<file path="src/rtl/jpeg_top_core_if.sv">
// Pixel-in / bitstream-out bundle for jpeg_top_core.
// master drives pixels and EOF; slave returns the packed stream.
interface jpeg_top_core_if;
    logic        enable;
    logic [23:0] data_in;
    logic        end_of_file_signal;
    logic [31:0] JPEG_bitstream;
    logic        data_ready;
    logic [4:0]  end_of_file_bitstream_count;
    logic        eof_data_partial_ready;

    modport master (
        output enable, data_in, end_of_file_signal,
        input  JPEG_bitstream, data_ready,
        input  end_of_file_bitstream_count, eof_data_partial_ready
    );

    modport slave (
        input  enable, data_in, end_of_file_signal,
        output JPEG_bitstream, data_ready,
        output end_of_file_bitstream_count, eof_data_partial_ready
    );
endinterface

</file>
<file path="src/rtl/jpeg_top_core.sv">
// DC-only JPEG luma coder: block mean -> DPCM -> Huffman DC + EOB.
// Codes are packed MSB-first into 32-bit words with a padded EOF flush.
module jpeg_top_core (
    input  logic            clk,
    input  logic            rst,
    jpeg_top_core_if.slave  bus
);
    logic [5:0]  r_pcnt;
    logic [13:0] r_acc;
    logic [13:0] r_sum;
    logic        r_vsum;
    logic [17:0] r_code;
    logic [4:0]  r_len;
    logic        r_vcode;
    logic [7:0]  r_prev;
    logic [63:0] r_buf;
    logic [6:0]  r_bcnt;
    logic        r_eof1;
    logic        r_eof2;
    logic        r_eofp;
    logic [31:0] r_word;
    logic        r_dr;
    logic        r_pr;
    logic [4:0]  r_k;

    logic [15:0]        w_lsum;
    logic [7:0]         w_y;
    logic [13:0]        w_acc_nx;
    logic signed [11:0] w_t;
    logic [7:0]         w_dc;
    logic [8:0]         w_diff;
    logic [8:0]         w_abs;
    logic [8:0]         w_mval;
    logic [8:0]         w_mag;
    logic [3:0]         w_cat;
    logic [5:0]         w_pre;
    logic [2:0]         w_plen;
    logic [4:0]         w_len;
    logic [17:0]        w_raw;
    logic [17:0]        w_code;
    logic [63:0]        w_ins;
    logic [63:0]        w_comb;
    logic [6:0]         w_ccnt;
    logic               w_eof;
    logic               w_full;
    logic               w_flush;
    logic [31:0]        w_pad;

    assign w_lsum = 16'd77  * {8'd0, bus.data_in[7:0]}
                  + 16'd150 * {8'd0, bus.data_in[15:8]}
                  + 16'd29  * {8'd0, bus.data_in[23:16]};
    assign w_y      = w_lsum[15:8];
    assign w_acc_nx = r_acc + {6'd0, w_y};

    // DC = ((S>>3)-1024)>>>3 fits in 8 signed bits, so take t[10:3]
    assign w_t    = $signed({1'b0, r_sum[13:3]}) - 12'sd1024;
    assign w_dc   = w_t[10:3];
    assign w_diff = {w_dc[7], w_dc} - {r_prev[7], r_prev};
    assign w_abs  = w_diff[8] ? (9'd0 - w_diff) : w_diff;
    assign w_mval = w_diff[8] ? (w_diff - 9'd1) : w_diff;

    // Category, DC prefix and the left-aligned prefix|magnitude|EOB code
    always_comb begin
        w_cat  = 4'd0;
        w_pre  = 6'b000000;
        w_plen = 3'd2;
        for (int i = 0; i < 8; i++) begin
            if (w_abs[i]) w_cat = 4'(i + 1);
        end
        case (w_cat)
            4'd0:    begin w_pre = 6'b000000; w_plen = 3'd2; end
            4'd1:    begin w_pre = 6'b000010; w_plen = 3'd3; end
            4'd2:    begin w_pre = 6'b000011; w_plen = 3'd3; end
            4'd3:    begin w_pre = 6'b000100; w_plen = 3'd3; end
            4'd4:    begin w_pre = 6'b000101; w_plen = 3'd3; end
            4'd5:    begin w_pre = 6'b000110; w_plen = 3'd3; end
            4'd6:    begin w_pre = 6'b001110; w_plen = 3'd4; end
            4'd7:    begin w_pre = 6'b011110; w_plen = 3'd5; end
            default: begin w_pre = 6'b111110; w_plen = 3'd6; end
        endcase
        w_mag  = w_mval & ((9'd1 << w_cat) - 9'd1);
        w_len  = {2'd0, w_plen} + {1'b0, w_cat} + 5'd4;
        w_raw  = ({12'd0, w_pre} << w_cat) | {9'd0, w_mag};
        w_raw  = (w_raw << 4) | 18'd10;
        w_code = w_raw << (5'd18 - w_len);
    end

    assign w_ins   = r_vcode ? ({r_code, 46'd0} >> r_bcnt) : 64'd0;
    assign w_comb  = r_buf | w_ins;
    assign w_ccnt  = r_bcnt + (r_vcode ? {2'd0, r_len} : 7'd0);
    assign w_eof   = r_eof2 | r_eofp;
    assign w_full  = (w_ccnt >= 7'd32);
    assign w_flush = w_eof & ~w_full;
    assign w_pad   = 32'hFFFF_FFFF >> w_ccnt[4:0];

    // Pixel counter and luma accumulator; a full block latches its sum
    always_ff @(posedge clk or negedge rst) begin
        if (!rst) begin
            r_pcnt <= '0;
            r_acc  <= '0;
            r_sum  <= '0;
            r_vsum <= 1'b0;
        end else if (w_flush) begin
            r_pcnt <= '0;
            r_acc  <= '0;
            r_vsum <= 1'b0;
        end else begin
            r_vsum <= 1'b0;
            if (bus.enable) begin
                r_pcnt <= r_pcnt + 6'd1;
                if (r_pcnt == 6'd63) begin
                    r_sum  <= w_acc_nx;
                    r_vsum <= 1'b1;
                    r_acc  <= '0;
                end else begin
                    r_acc <= w_acc_nx;
                end
            end
        end
    end

    // Code stage: register the block code and advance the DC predictor
    always_ff @(posedge clk or negedge rst) begin
        if (!rst) begin
            r_code  <= '0;
            r_len   <= '0;
            r_vcode <= 1'b0;
            r_prev  <= '0;
        end else if (w_flush) begin
            r_vcode <= 1'b0;
            r_prev  <= '0;
        end else begin
            r_vcode <= r_vsum;
            if (r_vsum) begin
                r_code <= w_code;
                r_len  <= w_len;
                r_prev <= w_dc;
            end
        end
    end

    // Packer: emit full words first, a pending EOF flushes the remainder
    always_ff @(posedge clk or negedge rst) begin
        if (!rst) begin
            r_buf  <= '0;
            r_bcnt <= '0;
            r_eof1 <= 1'b0;
            r_eof2 <= 1'b0;
            r_eofp <= 1'b0;
            r_word <= '0;
            r_dr   <= 1'b0;
            r_pr   <= 1'b0;
            r_k    <= '0;
        end else begin
            r_eof1 <= bus.end_of_file_signal;
            r_eof2 <= r_eof1;
            r_dr   <= 1'b0;
            r_pr   <= 1'b0;
            if (w_full) begin
                r_word <= w_comb[63:32];
                r_dr   <= 1'b1;
                r_buf  <= w_comb << 32;
                r_bcnt <= w_ccnt - 7'd32;
                r_eofp <= w_eof;
            end else if (w_eof) begin
                r_word <= w_comb[63:32] | w_pad;
                r_k    <= w_ccnt[4:0];
                r_pr   <= 1'b1;
                r_buf  <= '0;
                r_bcnt <= '0;
                r_eofp <= 1'b0;
            end else begin
                r_buf  <= w_comb;
                r_bcnt <= w_ccnt;
            end
        end
    end

    assign bus.JPEG_bitstream              = r_word;
    assign bus.data_ready                  = r_dr;
    assign bus.end_of_file_bitstream_count = r_k;
    assign bus.eof_data_partial_ready      = r_pr;
endmodule

</file>
<file path="src/flat_wrapper.sv">
// flat-port wrapper written by rule: the top's interface ports become plain ports
module jpeg_top_core_flat 
  (clk, rst, bus_enable, bus_data_in, bus_end_of_file_signal, bus_JPEG_bitstream, bus_data_ready, bus_end_of_file_bitstream_count, bus_eof_data_partial_ready);
  jpeg_top_core_if bus_i ();
  input  logic clk;
  input  logic rst;
  input wire logic [$bits(bus_i.enable)-1:0] bus_enable;
  input wire logic [$bits(bus_i.data_in)-1:0] bus_data_in;
  input wire logic [$bits(bus_i.end_of_file_signal)-1:0] bus_end_of_file_signal;
  output wire logic [$bits(bus_i.JPEG_bitstream)-1:0] bus_JPEG_bitstream;
  output wire logic [$bits(bus_i.data_ready)-1:0] bus_data_ready;
  output wire logic [$bits(bus_i.end_of_file_bitstream_count)-1:0] bus_end_of_file_bitstream_count;
  output wire logic [$bits(bus_i.eof_data_partial_ready)-1:0] bus_eof_data_partial_ready;
  assign bus_i.enable = bus_enable;
  assign bus_i.data_in = bus_data_in;
  assign bus_i.end_of_file_signal = bus_end_of_file_signal;
  assign bus_JPEG_bitstream = bus_i.JPEG_bitstream;
  assign bus_data_ready = bus_i.data_ready;
  assign bus_end_of_file_bitstream_count = bus_i.end_of_file_bitstream_count;
  assign bus_eof_data_partial_ready = bus_i.eof_data_partial_ready;
  jpeg_top_core u_core (.clk(clk), .rst(rst), .bus(bus_i));
endmodule
</file>
<file path="config.mk">
export PLATFORM = sky130hd
export DESIGN_NAME = jpeg_top_core_flat
export DESIGN_NICKNAME = d
export VERILOG_FILES = /design/src/rtl/jpeg_top_core_if.sv /design/src/rtl/jpeg_top_core.sv /design/src/flat_wrapper.sv
export SDC_FILE = /design/constraint.sdc
export NUM_CORES = 1
export LEC_CHECK = 0
export ABC_AREA = 0
export CELL_PAD_IN_SITES_DETAIL_PLACEMENT = 0
export CELL_PAD_IN_SITES_GLOBAL_PLACEMENT = 1
export CORE_AREA = 2 2 220 222
export CTS_BUF_LIST = sky130_fd_sc_hd__clkbuf_4
export DETAILED_ROUTE_END_ITERATION = 6
export DIE_AREA = 0 0 222 224
export PLACE_DENSITY = 0.53
export SYNTH_ARGS = -nofsm -noshare
export SYNTH_HDL_FRONTEND = slang
export SYNTH_SLANG_ARGS = --single-unit
</file>
<file path="constraint.sdc">
create_clock -name clk -period 5.5 [get_ports clk]
set_input_delay 1.1 -clock clk [delete_from_list [all_inputs] [get_ports clk]]
set_output_delay 1.1 -clock clk [all_outputs]
set_load 0.005 [all_outputs]
</file>
# Yosys cells after proc, flatten, opt, wreduce, memory -nomap -nowiden
# Memory sizes are Yosys's and may differ from the RTL's.
# Cells that the tools add are included.
# word_totals
ff_bits	180
latchBits	0
ramBits	0
rom_bits	64
wordCells	91
memories	1
# classes
n_addsub	14
mul	3
div_mod_pow	0
order_cmp	1
eq_ne	1
shifts	5
muxes	35
bitwise	8
n_reduce_logical	6
# mem_list
memory	depth	word_bits	read_ports	rd_ports_with_merged_regs	wr	line	text
(name not given)	8	8	1	0	0	jpeg_top_core.sv:70	case (w_cat)
# ops
cell	count
$mux W64	3
$mux W32	2
$or A64 B64 Y64	1
$shr A64 B7 Y64	1
$mux W14	3
$or A32 B32 Y32	1
$shr A32 B5 Y32 const A	1
$mul A7 B8 Y15 const A	2
$mux W4	7
$mux W8	3
$mux W9	2
$shl A18 B5 Y18	1
$sub A9 B1 Y9 const B	2
$add A15 B16 Y16	1
$add A16 B13 Y16	1
$add A14 B8 Y14	1
$mux W7	2
$or A14 B9 Y14	1
$shl A6 B4 Y14	1
$mul A5 B8 Y13 const A	1
$mux W6	2
$sub A11 B11 Y11 const B	1
$mux W1	10
$and A9 B9 Y9	1
18 further kinds	22

# Depth between registers and ports, before layout
# Gate-level depths: netlist of the first run.
# An unclocked memory read counts as a cell.
# logic_depth
word_depth	18
depth_mapped	36
mapped_depth_nobuf	35

# Worst setup path after synthesis of the first run
# Ideal clock, no wire load.
# synth_timing
path_type	in2reg
startpoint	input port bus_data_in[12]
endpoint	register u_core.r_sum[13]
t_arrival_ns	8.292
t_required_ns	5.417
setup_slack_ns	-2.875
cell_stages	32
path_cell_list	ha_1 > ha_1 > inv_1 > fa_1 > fa_1 > inv_1 > ha_1 > a21oi_1 > xnor2_1 > ha_1 > fa_1 > inv_1 > fa_1 > fa_1 > inv_1 > ha_1 > and3_1 > a21oi_1 > o21ai_0 > or4_1 > a31oi_1 > nor2b_1 > nor2_1 > xnor3_1 > ha_1 > nor2b_1 > o21a_1 > and3_1 > clkbuf_1 > nand3_1 > xor2_1 > o21ai_0
# synth_between
elab_chain_cells	4
# synth_rtl
item	line	text
from (decl)	flat_wrapper.sv:8	input wire logic [$bits(bus_i.data_in)-1:0] bus_data_in;
$mul A7 B8 Y15	jpeg_top_core.sv:50	+ 16'd150 * {8'd0, bus.data_in[15:8]}
$add A15 B16 Y16	jpeg_top_core.sv:50	
$add A16 B13 Y16	jpeg_top_core.sv:51	+ 16'd29 * {8'd0, bus.data_in[23:16]};
$add A14 B8 Y14	jpeg_top_core.sv:53	assign w_acc_nx = r_acc + {6'd0, w_y};
to (signal assigned)	jpeg_top_core.sv:112	r_sum <= w_acc_nx;
to (decl)	jpeg_top_core.sv:10	logic [13:0] r_sum;
# Every way passes these cells.
# A chain may end at the register's enable or synchronous reset.

# Worst setup path in the final report of the first run
# layout_timing
startpoint	input port bus_data_in[14]
endpoint	register u_core.r_sum[11]
# The elaborated chain is that of the path after synthesis.

==> impl_metrics.tcl, run 1 <==
set metrics [dict create \
    setup_viol 28 \
    rows 80 \
    tightest_slew_ns 1.21 \
    yosys_warnings 0 \
    fillCellCount 4816 \
    synth-edff-count 0 \
    synth_compound_area_share_pct 20.2 \
    outcome "finished, violations left" \
    clockRootBuffer "clkbuf_4" \
    arrival_ns 7.92 \
    clk_path_buf_depth 2 \
    grt_max_degree 116 \
    synth-adder-area-share_pct 19.7 \
    min_period_ns 7.44 \
    fin_nets 2013 \
    start_util_pct 29.6 \
    finalSetupTns_ns -32.88 \
    grt_pass1_vias 12188 \
    synth_area_um2 14000 \
    cap_violations 0 \
    place.port_buffers 66 \
    die-area_um2 49700 \
    slew_headroom_pct 18.6 \
    worst_slack_ns -1.94 \
    regArea_um2 4330 \
    cts_buffers 17 \
    route.detailed.drc 0 \
    worst-setup-path-type "in -> reg" \
    wl_um 42600 \
    seq_area_frac_synth_pct 30.9 \
    cp.required_ns 5.98 \
    whs_ns 0.373 \
    num_io_pins 67 \
    grtUsageTotal_pct 17.3 \
    end_kind "register" \
    r2r-start "u_core.r_sum[6]" \
    rsz0062_at_grt "true" \
    ys_seq_elements 173 \
    cts_tree "built" \
    synth_top_family_by_area "compound AO/OA/AOI/OAI gates" \
    vias 12207 \
    core_um2 47300 \
    violations "negative setup slack" \
    utilization_pct 38.7 \
    drive_above_1_share_pct 26.4 \
    synth-simple-area-share_pct 14.8 \
    yosysTopAreaCellShare_pct 30.9 \
    synth_area_leaders "dfrtp_1 (31%), ha_1 (11%), fa_1 (8.4%)" \
    post-dp-hpwl_um 32500 \
    antenna_found_initial 1 \
    hold-path-endpoint "u_core.r_eof2" \
    die_h_um 224 \
    rrSetupSlack_ns -0.11 \
    hp-class "reg -> reg" \
    hold-path-cell-count 0 \
    crit_path_max_incr_delay_ns 0.52 \
    crit_fanout 4 \
    dieWidth_um 222 \
    ys_types 100 \
    muxShareOfSynthArea_pct 4.14 \
    max_freq_ghz 0.134 \
    hold_start "u_core.r_eof1" \
    async_flop_share_pct 100 \
    ant_nets 0 \
    path_clk_slew_ns 0.19 \
    synth_commonest_cells "nor2_1 (176), dfrtp_1 (173), inv_1 (130), a21oi_1 (127), ha_1 (125)" \
    hold_viol_final 0 \
    min_period_over_period_pct 135 \
    cts_sinks 173 \
    ff2ff_path_depth 27 \
    vias_per_cell 5.03 \
    synth_nets 1779 \
    gp_congestion 0.848 \
    multi_input_area_um2 9920 \
    grt_overflow_total 0 \
    htree_levels 4 \
    drtIter0Drc 673 \
    synth_ff_type "dfrtp_1" \
    avgSynthCellArea_um2 8.94 \
    worst_setup_path_start_kind "input pin" \
    syn_inst 1567 \
    synth-xor-area-share_pct 4.44 \
    wire_per_inst_um 17.5 \
    grt_pass1_wl_um 68500 \
    post-place-ws_ns -3.19 \
    fin_skew_ns 0.0494 \
    cp_slowest_cell "fa_1" \
    final_max_slew_viol_count 0 \
    first_pass_iters 5 \
    synth_most_common_cell "nor2_1" \
    r2r_end "u_core.r_code[16]" \
    area_delta_synth_final_pct 30.9 \
    synth_area_leader_cell "dfrtp_1" \
    clk_latency_ns 0.64 \
]
worst max-delay path, delay by kind of cell:
family	cells	cell delay, ns
AO/OA/AOI/OAI	9	1.29
adder cells (fa/ha/maj)	11	4.06
buffers and inverters	7	0.54
AND/OR/NAND/NOR	4	0.52
XOR/XNOR	3	0.42
kinds of logic after synthesis:
kind of cell / after synthesis
multiplexers: 54
adder cells (fa/ha/maj): 185
AND/OR/NAND/NOR: 447
flip-flops: 173
XOR/XNOR: 63
AO/OA/AOI/OAI: 437
buffers and inverters: 208
sequential cells by signal, summed over array words and instances (netlist names):
register	cells
u_core.r_buf	64
u_core.r_sum	8
u_core.bus.eof_data_partial_ready	1
u_core.r_prev	8
u_core.r_vcode	1
u_core.r_vsum	1
u_core.bus.data_ready	1
u_core.r_eof2	1
u_core.r_code	17
u_core.r_eofp	1
u_core.r_acc	14
u_core.r_len	5
u_core.r_bcnt	7
u_core.r_pcnt	6
u_core.bus.JPEG_bitstream	32
u_core.bus.end_of_file_bitstream_count	5
u_core.r_eof1	1
per-layer routing:
metal	vias to the layer above	routed length (um)	GRT usage, %	part of all wire [%]
met5	-	0	0	0
met4	0	593	3.90	1.4
met3	31	1080	2.07	2.5
met2	171	20500	28.9	48
met1	6049	20400	24.1	48
li1	5956	-	-	-
layout make-up:
class                           count  share of cell area, %
Timing Repair Buffer              292                   13.7
Clock buffer                       17                  0.696
Clock inverter                     14                  0.969
Antenna cell                        1                 0.0136
Inverter                          131                   2.73
Sequential cell                   173                   23.6
Tap cell                          615                   4.20
Multi-Input combinational cell   1186                   54.1
stage by stage:
step	std cells	cell area, um^2
2_1_floorplan	1567	14300
3_3_place_gp	2359	16800
3_5_place_dp	2359	16800
5_1_grt	2429	18300
6_report	2429	18300
4_1_cts	2418	17900
worst max-delay path by stage:
stage	from	end	slack, ns	cells past startpoint
2_1_floorplan	bus_data_in[12]	u_core.r_sum[13]	-2.34	31
3_3_place_gp	bus_data_in[12]	u_core.r_acc[11]	-3.12	32
3_5_place_dp	bus_data_in[12]	u_core.r_acc[11]	-3.19	32
4_1_cts	bus_data_in[14]	u_core.r_acc[11]	-2.00	33
5_1_grt	bus_data_in[14]	u_core.r_acc[11]	-2.16	33
6_report	bus_data_in[14]	u_core.r_sum[11]	-1.94	34
cells in the final DEF (no fill, tap or decap), drive strengths merged, types with 45 or more instances in the layout:
cell	count
o21ai	113
buf	232
fa	59
xnor2	45
ha	125
inv	135
nand2	125
dfrtp	173
nor2	178
clkdlybuf4s50	57
a21oi	128
what timing repair did:
action                                  CTS  global route
buffers inserted                         28            14
pin swaps                                69            57
cloned                                    1             0
endpoints found under the setup margin   35            35
resized for setup                       139            83
hold buffers                              0             0
Power of run 1 is left out: the tool's default activity adds up to more than one toggle a clock period on the data nets, which glitch-free logic cannot reach.
==> inputs of run 2 (changes only) <==
Settings changed: GPL_ROUTABILITY_DRIVEN set to 1.
==> results of run 2 <==
No change in the layout: final DEF, timing and power equal those of run 1.
Power of run 2 is left out for the same reason.
==> inputs of run 3 (changes only) <==
Settings changed: CTS_CLUSTER_DIAMETER set to 150.
==> results of run 3 <==
No change in the layout: final DEF, timing and power equal those of run 1.
Power of run 3 is left out for the same reason.
